File: src/rtl/multicycle_seq_ctrl.sv
// Multicycle control sequencer: walks each instruction through FETCH/DECODE/REGRD/ALU/MEM/REGWR
// as its opcode class requires, with memory-wait timeout, global stall, halt/resume and retire counting.
module multicycle_seq_ctrl #(
  parameter int             OPW      = 4,
  parameter logic [OPW-1:0] OP_LOAD  = 4'h8,
  parameter logic [OPW-1:0] OP_STORE = 4'h9,
  parameter logic [OPW-1:0] OP_NOP   = 4'hE,
  parameter logic [OPW-1:0] OP_HALT  = 4'hF,
  parameter int             TIMEOUT  = 15,
  parameter int             CNTW     = 16
) (
  input  logic            clk,
  input  logic            rst,
  input  logic            stall,
  input  logic [OPW-1:0]  opcode,
  input  logic            mem_ready,
  input  logic            resume,
  output logic            en_fetch,
  output logic            en_decode,
  output logic            en_regrd,
  output logic            en_alu,
  output logic            en_mem,
  output logic            en_regwr,
  output logic            halted,
  output logic [2:0]      state,
  output logic            err,
  output logic            instr_done,
  output logic [CNTW-1:0] instr_count
);

  // The counter never needs to exceed TIMEOUT-1: at that value the FSM halts instead.
  localparam int WCW = (TIMEOUT > 1) ? $clog2(TIMEOUT) : 1;

  typedef enum logic [2:0] {
    S_FETCH  = 3'd0,
    S_DECODE = 3'd1,
    S_REGRD  = 3'd2,
    S_ALU    = 3'd3,
    S_MEM    = 3'd4,
    S_REGWR  = 3'd5,
    S_HALT   = 3'd6
  } state_t;

  typedef enum logic [1:0] {
    C_ALU   = 2'd0,
    C_LOAD  = 2'd1,
    C_STORE = 2'd2
  } cls_t;

  state_t         state_q, state_d;
  cls_t           cls_q, cls_d;
  logic [WCW-1:0] wait_q, wait_d;
  logic           err_d;
  logic           retire;
  logic           timeout_hit;

  assign timeout_hit = (TIMEOUT != 0) && (wait_q == WCW'(TIMEOUT - 1));

  always_comb begin
    state_d = state_q;
    cls_d   = cls_q;
    wait_d  = wait_q;
    err_d   = err;
    retire  = 1'b0;
    case (state_q)
      S_FETCH: begin
        if (mem_ready) begin
          state_d = S_DECODE;
        end else if (timeout_hit) begin
          state_d = S_HALT;
          err_d   = 1'b1;
        end else begin
          wait_d = wait_q + WCW'(1);
        end
      end
      S_DECODE: begin
        if (opcode == OP_LOAD)       cls_d = C_LOAD;
        else if (opcode == OP_STORE) cls_d = C_STORE;
        else                         cls_d = C_ALU;
        if (opcode == OP_NOP) begin
          state_d = S_FETCH;
          retire  = 1'b1;
        end else if (opcode == OP_HALT) begin
          state_d = S_HALT;
          retire  = 1'b1;
        end else begin
          state_d = S_REGRD;
        end
      end
      S_REGRD: state_d = S_ALU;
      S_ALU: begin
        if (cls_q == C_LOAD || cls_q == C_STORE) state_d = S_MEM;
        else                                     state_d = S_REGWR;
      end
      S_MEM: begin
        if (mem_ready) begin
          if (cls_q == C_LOAD) begin
            state_d = S_REGWR;
          end else begin
            state_d = S_FETCH;
            retire  = 1'b1;
          end
        end else if (timeout_hit) begin
          state_d = S_HALT;
          err_d   = 1'b1;
        end else begin
          wait_d = wait_q + WCW'(1);
        end
      end
      S_REGWR: begin
        state_d = S_FETCH;
        retire  = 1'b1;
      end
      S_HALT: begin
        if (resume) state_d = S_FETCH;
      end
      default: state_d = S_FETCH;
    endcase
    // Every entry into a waiting state starts a fresh timeout window.
    if ((state_d != state_q) && (state_d == S_FETCH || state_d == S_MEM)) wait_d = '0;
  end

  always_ff @(posedge clk) begin
    if (rst) begin
      state_q     <= S_FETCH;
      cls_q       <= C_ALU;
      wait_q      <= '0;
      err         <= 1'b0;
      instr_done  <= 1'b0;
      instr_count <= '0;
    end else if (stall) begin
      instr_done <= 1'b0;
    end else begin
      state_q    <= state_d;
      cls_q      <= cls_d;
      wait_q     <= wait_d;
      err        <= err_d;
      instr_done <= retire;
      if (retire) instr_count <= instr_count + CNTW'(1);
    end
  end

  assign state     = state_q;
  assign en_fetch  = (state_q == S_FETCH);
  assign en_decode = (state_q == S_DECODE);
  assign en_regrd  = (state_q == S_REGRD) || (state_q == S_REGWR);
  assign en_alu    = (state_q == S_ALU);
  assign en_mem    = (state_q == S_MEM);
  assign en_regwr  = (state_q == S_REGWR);
  assign halted    = (state_q == S_HALT);

endmodule

File: config.mk
export PLATFORM = sky130hd
export DESIGN_NAME = multicycle_seq_ctrl
export DESIGN_NICKNAME = d
export VERILOG_FILES = /design/src/rtl/multicycle_seq_ctrl.sv
export SDC_FILE = /design/constraint.sdc
export NUM_CORES = 1
export LEC_CHECK = 0
export CAP_MARGIN = 40
export CORE_UTILIZATION = 35
export CTS_CLUSTER_SIZE = 28
export DETAILED_ROUTE_END_ITERATION = 8
export GPL_TIMING_DRIVEN = 1
export MAX_ROUTING_LAYER = met4
export PLACE_DENSITY = 0.7
export SLEW_MARGIN = 25
export SYNTH_ARGS = -nofsm -noshare
export SYNTH_HDL_FRONTEND = slang
export SYNTH_SLANG_ARGS = --single-unit
File: constraint.sdc
create_clock -name clk -period 4.4 [get_ports clk]
set_input_delay 0.44 -clock clk [delete_from_list [all_inputs] [get_ports clk]]
set_output_delay 0.44 -clock clk [all_outputs]
set_load 0.05 [all_outputs]
* Yosys cells after proc, flatten, opt, wreduce, memory -nomap -nowiden
Index checks and enable logic that the tools add are counted.
** Storage, ports and cells
- Register bits :: 27
- Word-level logic and storage cells :: 60
- Output and inout port bits :: 28
** Cells by class
- Reduce and logical (&&, ||, !) cells :: 13
- Equality and inequality tests :: 17
- Mux-type cells :: 20
- Bitwise gates (word level) :: 2
- $add $sub $neg :: 2
** Operator list (count)
- 3-bit two-way mux :: 7
- 4-bit == test, second input constant :: 5
- 3-bit one-hot mux with 6 select lines :: 1
- 16-bit by 1-bit adder with 16-bit output, second input constant :: 1
- 4-bit two-way mux :: 4
- 3-bit == test, second input constant :: 4
- 4-bit AND reduction :: 2
- 3-bit by 2-bit == test with 1-bit output, second input constant :: 2
- 3-bit zero test :: 2
- 1-bit two-way mux :: 5
- 4-bit by 1-bit adder with 4-bit output, second input constant :: 1
- 2-bit two-way mux :: 2
- 2-bit by 1-bit != test with 1-bit output, second input constant :: 2
- 2-bit AND reduction :: 2
- 2-bit OR reduction :: 2
- 3-bit by 1-bit == test with 1-bit output, second input constant :: 1
- 1-bit logical OR :: 3
- 3-bit != test :: 1
- 1-bit one-hot mux with 3 select lines :: 1
- 2-bit by 1-bit == test with 1-bit output, second input constant :: 1
- 2-bit == test, second input constant :: 1
- 1-bit inverter :: 2
- 2-bit nonzero test :: 1
- 1-bit logical AND :: 1

* Longest topological paths before layout
Gate-level depths: netlist of the first run.
- Depth after elaboration :: 9
- Gate-level depth with buffers :: 8
- Mapped depth without buffers :: 7

* Worst setup path before layout of the first run
Ideal clock, no wire load.
- Path kind :: flip-flop to flip-flop
- Start :: reg state_q[2] (netlist: state[2])
- End :: reg state_q[2] (netlist: state[2])
- Path slack :: 1.720 ns
- Arrival time :: 2.584 ns
- Cell stages (with the launch flop) :: 6
- Buffers on the path :: 1
- Period minus slack after synthesis :: 2.680 ns
- Library setup time :: 0.096 ns
- Data required time :: 4.304 ns
- Cells stage by stage :: dfxtp_1 -> buf_2 -> inv_1 -> nor3_1 -> a211oi_1 -> a221oi_1
** RTL lines
- from (decl) :: line 50 : state_t state_q, state_d;
- from (signal assigned) :: line 134 : state_q <= state_d;
- 3-bit == test
- net halted :: line 24 : output logic halted,
- 3-bit one-hot mux with 6 select lines :: line 65 : case (state_q)
The timed path passes the listed nets, and every way through them passes these cells.
A chain may end at the register's enable or synchronous reset.

* Final worst setup path of the first run
- Start :: reg state_q[2] (netlist: state[2])
- End :: out halted
** On the way
- Word-level cells in the longest chain between the ends :: 1
** RTL lines
- 3-bit == test :: line 150 : assign halted = (state_q == S_HALT);
- to (decl) :: line 24
No other way between the ends.

==> results.json, run 1 <==
{
  "grtUsageTotal_pct": 15.7,
  "synth_fp_nets": 189,
  "avgSynthCellArea_um2": 8.52,
  "vias": 1344,
  "cp_slowest_cell": "clkdlybuf4s50_1",
  "crit_path_cell_trace": "inv_1 > nor3_1 > clkdlybuf4s50_1",
  "peakVddDrop_mv": 0.141,
  "seqPwrFrac_pct": 52.6,
  "clock-sinks": 27,
  "cts_tree": "built",
  "worstSkewPairLatency_ns": 0.27,
  "top_layer_used": "met4",
  "min_to": "instr_count[15]$_SDFFE_PP0P_",
  "ys_top_cells_by_count": "dfxtp_1 (27), nor2_1 (25), xnor2_1 (11)",
  "cp-start-kind": "register",
  "wl_met1_mm": 1.66,
  "die_w_um": 67.4,
  "ys_seq_elements": 27,
  "synth_flop_cell": "dfxtp_1",
  "grt_max_degree": 18,
  "ant_nets": 0,
  "rsz0062_at_grt": "no",
  "wl_met3_um": 116,
  "crit_fanout": 9,
  "hold_viol": 0,
  "comb_power_share_pct": 17.8,
  "leakagePower_nw": 0.634,
  "clockRootBuffer": "clkbuf_8",
  "die_y_um": 67.4,
  "cts_buffers": 3,
  "crit_arrival_ns": 2.18,
  "pwr_density_cell_mw_per_mm2": 249,
  "whs_path_depth": 2,
  "tightest_slew_ns": 0.586,
  "port-buffer-count": 36,
  "n_antenna_cell": 0,
  "grt_pass1_wl_mm": 5.33,
  "rows": 23,
  "synth_edf_count": 0,
  "drcViolationCount": 0,
  "period_share_pct": 59.6,
  "worst_clock_skew_ns": 0.00220,
  "cap_violations": 0,
  "synth_area_leader_cell": "dfxtp_1",
  "dieArea_mm2": 0.00455,
  "internal_power_mw": 0.346,
  "ys_seq_area_share_pct": 36.1,
  "areaGrowthSynthToFinish_pct": 30.0,
  "start_util_pct": 36.9,
  "status": "complete, no violations",
  "synthesis.instances": 176,
  "post_cts_buffers": 0,
  "rr_startpoint": "state[0]$_SDFFE_PP0N_",
  "synthArstFlopShare_pct": 0,
  "grt_overflow": 0,
  "antenna_found_initial": 0,
  "ios": 37,
  "viasPerCell": 5.19,
  "synth.distinct_cells": 43,
  "reg2reg_slack_ns": 1.84,
  "htreeDepth": 1,
  "yosys_warnings": 0,
  "fmax_mhz": 381,
  "grt_pass1_vias": 1205,
  "dp.final_hpwl_mm": 2.29,
  "instances_no_fill": 259,
  "yosysMostFrequentCell": "dfxtp_1",
  "coreArea_mm2": 0.00406,
  "worstHoldStart": "instr_count[15]$_SDFFE_PP0P_",
  "first_pass_iters": 4,
  "rr_worst_depth": 5,
  "routed_wl_mm": 3.13,
  "met2_length_mm": 1.32,
  "end_kind": "output port",
  "period_minus_slack_ns": 2.62,
  "switching_share_pct": 28.9,
  "cts.hold.buffers_added": 0,
  "synth.area.top_cells": "dfxtp_1 (36%), xnor2_1 (6.4%), nor2_1 (6.3%), a211oi_1 (4.0%), ha_1 (3.3%)",
  "clkTransAtPathRegs_ns": 0.09,
  "nets": 223,
  "cts_resized": 0,
  "drive_gt1_share_pct": 5.74,
  "r2r_end": "instr_count[15]$_SDFFE_PP0P_",
  "gp_congestion": 0.781,
  "nFillCells": 407,
  "first_iter_violations": 73,
  "clk_path_buf_depth": 2,
  "finalSetupTns_ns": 0,
  "multi_input_area_um2": 880,
  "synth_area_mm2": 0.00150,
  "critPathMaxStageDelay_ns": 0.85,
  "yosysTopAreaCellShare_pct": 36.1,
  "layout.area.seq_um2": 541,
  "critPathRequiredTime_ns": 3.96,
  "setup_violations": 0,
  "drv_slew": 0,
  "relSlewSlack_pct": 60.0,
  "clock_power_share_pct": 29.5,
  "path_class": "reg -> out",
  "holdCritPathClass": "reg -> reg",
  "dp_cells": 255,
  "p_switching_mw": 0.140,
  "wl_per_cell_um": 12.1
}
-- cells in the final DEF (no fill, tap or decap), drive strengths merged, types with 5 or more instances in the layout --
cell type	instances
nor2	25
mux2i	5
a211oi	8
xnor2	11
dfxtp	27
o21ai	9
inv	9
nand3	6
nand2	8
a21oi	7
clkdlybuf4s50	36
nor2b	5
-- through the flow --
step / hold WS (ns) / util [%] / power, mW / setup slack [ns] / instance area [um^2]
after floorplan: 0.460 / - / 0.320 / 1.72 / 1500
after global placement: 0.469 / 46.4 / 0.347 / 1.78 / 1880
after detailed placement: 0.466 / 46.8 / 0.348 / 1.76 / 1900
after CTS: 0.490 / 48.0 / 0.493 / 1.76 / 1950
after global routing: 0.522 / 48.0 / 0.513 / 1.58 / 1950
final: 0.483 / 48.0 / 0.486 / 1.78 / 1950
-- cell type report --
type / count / share of cell area, %
timing repair buffer: 38 / 19.7
inverter: 9 / 1.73
clock buffer: 3 / 2.12
sequential: 27 / 27.7
tap: 50 / 3.21
multi-input combinational: 131 / 45.2
clock inverter: 1 / 0.385
-- power groups by stage --
stage	clock [mW]	combinational, mW	sequential, mW
2_1_floorplan	0	0.0556	0.264
4_1_cts	0.151	0.0871	0.256
5_1_grt	0.162	0.0938	0.257
6_report	0.144	0.0865	0.256
3_5_place_dp	0	0.0868	0.261
3_3_place_gp	0	0.0850	0.262
-- logic make-up after synthesis --
family,Yosys count,synth area share [%]
AND/OR/NAND/NOR,73,26.5
buffers and inverters,18,5.26
adder cells (fa/ha/maj),4,3.34
flip-flops,27,36.1
multiplexers,5,3.34
XOR/XNOR,13,7.60
AO/OA/AOI/OAI,36,17.9
-- routing by layer --
metal  track usage (%)  vias to the layer above
met5                 -                        -
met4              6.12                        0
met3              2.36                        4
met2              23.3                       24
met1              21.4                      620
li1                  -                      696
-- flip-flops by register name, summed over array words and instances (netlist names) --
name / cells
state: 3
instr_done: 1
cls_q: 2
err: 1
instr_count: 16
wait_q: 4
-- critical path, delay by kind of cell (launching register included) --
| family | cells | cell delay (ns) |
|---|---|---|
| buffers and inverters | 2 | 1.08 |
| flip-flops | 1 | 0.57 |
| AND/OR/NAND/NOR | 1 | 0.26 |
-- worst max path at each step --
stage | from | endpoint | slack [ns] | cells after the start
floorplan | state[2]$_SDFFE_PP0N_ | state[2]$_SDFFE_PP0N_ | 1.72 | 5
global placement | opcode[2] | instr_count[15]$_SDFFE_PP0P_ | 1.78 | 5
detailed placement | opcode[2] | instr_count[15]$_SDFFE_PP0P_ | 1.76 | 5
CTS | state[2]$_SDFFE_PP0N_ | halted | 1.76 | 3
global route | state[0]$_SDFFE_PP0N_ | instr_count[15]$_SDFFE_PP0P_ | 1.58 | 5
finish | state[2]$_SDFFE_PP0N_ | halted | 1.78 | 3
Note: power is estimated with default switching activity, not from simulation.
==> run 2, diff against run 1 <==
- clock period: 4.4 -> 2.65 ns (I/O delays scaled with it)
==> run 2 against run 1 <==
Net effect:
- flip-flop and latch count unchanged
- hold slack worse by 0.0063 ns
- core utilization up 0.59 points
==> results.json, run 2 (synthesis gave the netlist of run 1 again) <==
{
  "crit_fanout": 12,
  "start_util_pct": 36.9,
  "finalSetupTns_ns": 0,
  "gp_congestion": 0.752,
  "grt_overflow": 0,
  "tightest_slew_ns": 0.704,
  "critPathRequiredTime_ns": 2.38,
  "wl_per_cell_um": 12.5,
  "cts_resized": 0,
  "n_antenna_cell": 0,
  "rows": 23,
  "post_cts_buffers": 0,
  "grtUsageTotal_pct": 16.5,
  "coreArea_mm2": 0.00406,
  "clkTransAtPathRegs_ns": 0.09,
  "drv_slew": 0,
  "peakVddDrop_mv": 0.158,
  "period_minus_slack_ns": 2.37,
  "whs_ns": 0.477,
  "crit_arrival_ns": 2.10,
  "die_y_um": 67.4,
  "power_mw": 0.810,
  "status": "complete, no violations",
  "fmax_mhz": 422,
  "dp.final_hpwl_mm": 2.38,
  "cts_tree": "built",
  "nets": 227,
  "rsz0062_at_grt": "no",
  "drive_gt1_share_pct": 7.51,
  "end_kind": "output port",
  "ios": 37,
  "p_switching_mw": 0.232,
  "antenna_found_initial": 0,
  "mostFrequentLayoutCells": "clkdlybuf4s50_1 (36), dfxtp_1 (27), nor2_1 (25)",
  "seqPwrFrac_pct": 52.0,
  "final_common_cell": "clkdlybuf4s50_1",
  "pwr_density_cell_mw_per_mm2": 411,
  "ant_nets": 0,
  "placed_cell_area_mm2": 0.00193,
  "cp-start-kind": "register",
  "cts_buffers": 3,
  "grt_pass1_vias": 1248,
  "holdCritPathClass": "reg -> reg",
  "whs_path_depth": 2,
  "largest_register_ffs": 16,
  "die_w_um": 67.4,
  "grt_pass1_wl_mm": 5.52,
  "worstSkewPairLatency_ns": 0.27,
  "cap_violations": 0,
  "top_register": "instr_count",
  "grt_max_degree": 22,
  "clock-sinks": 27,
  "areaGrowthSynthToFinish_pct": 31.6,
  "vias": 1358,
  "port-buffer-count": 36,
  "rr_worst_depth": 5,
  "worst_clock_skew_ns": 0.00318,
  "comb_power_share_pct": 19.0,
  "first_iter_violations": 44,
  "instances_no_fill": 263,
  "post-place-ws_ns": 0.207,
  "switching_share_pct": 28.6,
  "clk_path_buf_depth": 2,
  "hold_viol": 0,
  "dieArea_mm2": 0.00455,
  "dp_cells": 259,
  "internal_power_mw": 0.578,
  "routed_wl_mm": 3.28,
  "clockRootBuffer": "clkbuf_8",
  "first_pass_iters": 4,
  "htreeDepth": 1,
  "cts.hold.buffers_added": 0,
  "period_share_pct": 89.4,
  "relSlewSlack_pct": 52.6,
  "final_area_mm2": 0.00197,
  "viasPerCell": 5.16,
  "drcViolationCount": 0,
  "setup_violations": 0,
  "final_core_util_pct": 48.6,
  "path_class": "reg -> out",
  "clock_power_share_pct": 29.0,
  "leakagePower_nw": 0.653,
  "setup_slack_ns": 0.281
}
run 2: path summary, 6_finish.rpt:
path | from | end | slack (ns)
setup reg to reg | state[1]$_SDFFE_PP0N_ | instr_count[15]$_SDFFE_PP0P_ | 0.49
hold / removal | err$_SDFFE_PP0P_ | err$_SDFFE_PP0P_ | 0.48
hold reg to reg | err$_SDFFE_PP0P_ | err$_SDFFE_PP0P_ | 0.48
setup / recovery | state[1]$_SDFFE_PP0N_ | halted | 0.28
run 2: metal layers:
metal / vias to the layer above / wire length [um] / track usage [%]
li1: 704 / - / -
met1: 619 / 1680 / 21.9
met2: 30 / 1400 / 24.9
met3: 5 / 139 / 2.03
met4: 0 / 54 / 7.18
met5: - / 0 / -
run 2: area by class of cell:
class                   count  area (um^2)
clock buffers               4         45.0
fillers                   396         2090
inverters                   9         33.8
multi-input cells         131          885
flip-flops and latches     27          541
well taps                  50         62.6
repair buffers             42          405
run 2: worst max-delay path, cell delays in order (launching register included):
cell and delay, ns:
dfxtp_1 0.61, inv_1 0.17, nor3_2 0.22, clkdlybuf4s50_1 0.83
run 2: power groups by stage:
| stage | sequential, mW | clock (mW) | combinational (mW) |
|---|---|---|---|
| floorplan | 0.439 | 0 | 0.0930 |
| global placement | 0.431 | 0 | 0.153 |
| detailed placement | 0.431 | 0 | 0.153 |
| CTS | 0.421 | 0.242 | 0.154 |
| global route | 0.423 | 0.253 | 0.166 |
| finish | 0.421 | 0.235 | 0.154 |
==> run 3, diff against run 2 <==
- ABC_CLOCK_PERIOD_IN_PS: default -> 2650
- CAP_MARGIN: 40 -> default
- CORE_MARGIN: default -> 4
==> run 3 against run 2 <==
Net effect:
- clock skew up 0.0014 ns
- total power is 0.30% lower
- core utilization hardly changed
- clock-buffer cell count is 1 lower
- fmax up 0.22%
- die area increased by 19%
- clock power about the same
==> results.json, run 3 (synthesis gave the netlist of run 1 again) <==
{
  "status": "complete, no violations",
  "fmax_mhz": 423,
  "ant_nets": 0,
  "viasPerCell": 5.07,
  "start_util_pct": 36.9,
  "path_class": "reg -> out",
  "holdCritPathClass": "reg -> reg",
  "hold_viol": 0,
  "grtUsageTotal_pct": 13.5,
  "grt_max_degree": 21,
  "top_register": "instr_count",
  "ios": 37,
  "peakVddDrop_mv": 0.172,
  "post_cts_buffers": 0,
  "setup_violations": 0,
  "crit_fanout": 9,
  "crit_arrival_ns": 2.10,
  "cts_resized": 0,
  "die_w_um": 73.4,
  "cts_buffers": 3,
  "drcViolationCount": 0,
  "relSlewSlack_pct": 52.7,
  "tightest_slew_ns": 0.702,
  "finalSetupTns_ns": 0,
  "rows": 23,
  "grt_pass1_vias": 1226,
  "mostFrequentLayoutCells": "clkdlybuf4s50_1 (36), dfxtp_1 (27), nor2_1 (25)",
  "htreeDepth": 1,
  "drive_gt1_share_pct": 7.98,
  "cp-start-kind": "register",
  "worst_clock_skew_ns": 0.00455,
  "dieArea_mm2": 0.00539,
  "gp_congestion": 0.762,
  "pwr_density_cell_mw_per_mm2": 409,
  "whs_path_depth": 2,
  "nFillCells": 408,
  "grt_overflow": 0,
  "clk_path_buf_depth": 2,
  "period_share_pct": 89.2,
  "clkTransAtPathRegs_ns": 0.09,
  "cts_tree": "built",
  "die_y_um": 73.4,
  "rr_worst_depth": 5,
  "rsz0062_at_grt": "no",
  "port-buffer-count": 36,
  "cts.hold.buffers_added": 0,
  "antenna_found_initial": 0,
  "critPathRequiredTime_ns": 2.38,
  "nets": 227,
  "coreArea_mm2": 0.00406,
  "largest_register_ffs": 16,
  "n_antenna_cell": 0,
  "cap_violations": 0,
  "clockRootBuffer": "clkbuf_8",
  "routed_wl_mm": 3.42,
  "dp.final_hpwl_mm": 2.52,
  "first_iter_violations": 75,
  "period_minus_slack_ns": 2.36,
  "worstSkewPairLatency_ns": 0.27,
  "clock-sinks": 27,
  "wl_per_cell_um": 13.0,
  "whs_ns": 0.485,
  "drv_slew": 0,
  "end_kind": "output port",
  "areaGrowthSynthToFinish_pct": 31.6,
  "final_common_cell": "clkdlybuf4s50_1",
  "leakagePower_nw": 0.655,
  "grt_pass1_wl_mm": 5.66,
  "vias": 1334,
  "first_pass_iters": 4
}
run 3: changes by cell type in the layout (fill, tap and decap cells not counted):
cell      previous run  this run
clkinv_2             0         1
clkbuf_1             1         0
run 3: area by class of cell:
| type | instances | area [um^2] | share of cell area (%) |
|---|---|---|---|
| Clock buffer | 3 | 41.3 | 2.09 |
| Clock inverter | 1 | 5.00 | 0.254 |
| Inverter | 9 | 33.8 | 1.71 |
| Multi-Input combinational cell | 131 | 885 | 44.8 |
| Sequential cell | 27 | 541 | 27.4 |
| Tap cell | 50 | 62.6 | 3.17 |
| Timing Repair Buffer | 42 | 405 | 20.5 |
run 3: stage by stage:
stage / cell area (um^2) / worst slack (ns) / total power, mW / util, % / std cells
global placement: 1930 / 0.256 / 0.584 / 47.5 / 259
finish: 1970 / 0.286 / 0.808 / 48.6 / 263
detailed placement: 1930 / 0.208 / 0.585 / 47.5 / 259
global route: 1970 / 0.183 / 0.845 / 48.6 / 263
floorplan: 1500 / 0.178 / 0.532 / - / 176
CTS: 1970 / 0.258 / 0.818 / 48.6 / 263
run 3: per-layer routing:
layer  wire length (um)  up-vias  track usage, %  part of all wire (%)
li1                   -      705               -                     -
met1               1820      595            19.0                    53
met2               1400       30            19.6                    41
met3                149        4            1.78                   4.4
met4                 52        0            5.23                   1.5
met5                  0        -               -                     0
run 3: critical path: stages, from the launching register on:
cell	delay [ns]
dfxtp_1	0.57
nor2b_1	0.20
and2_1	0.18
a21o_1	0.09
clkdlybuf4s50_1	0.79
run 3: final timing paths:
kind | from | slack (ns) | to
worst max-delay path | state[2]$_SDFFE_PP0N_ | 0.29 | en_regrd
worst min-delay path | err$_SDFFE_PP0P_ | 0.48 | err$_SDFFE_PP0P_
worst max register to register | state[2]$_SDFFE_PP0N_ | 0.51 | instr_count[15]$_SDFFE_PP0P_
worst min register to register | err$_SDFFE_PP0P_ | 0.48 | err$_SDFFE_PP0P_
run 3: where the power goes:
part | switching, mW | total, mW | internal (mW)
sequential | 0.00995 | 0.421 | 0.411
clock | 0.127 | 0.233 | 0.105
combinational | 0.0946 | 0.154 | 0.0593
total | 0.232 | 0.808 | 0.576
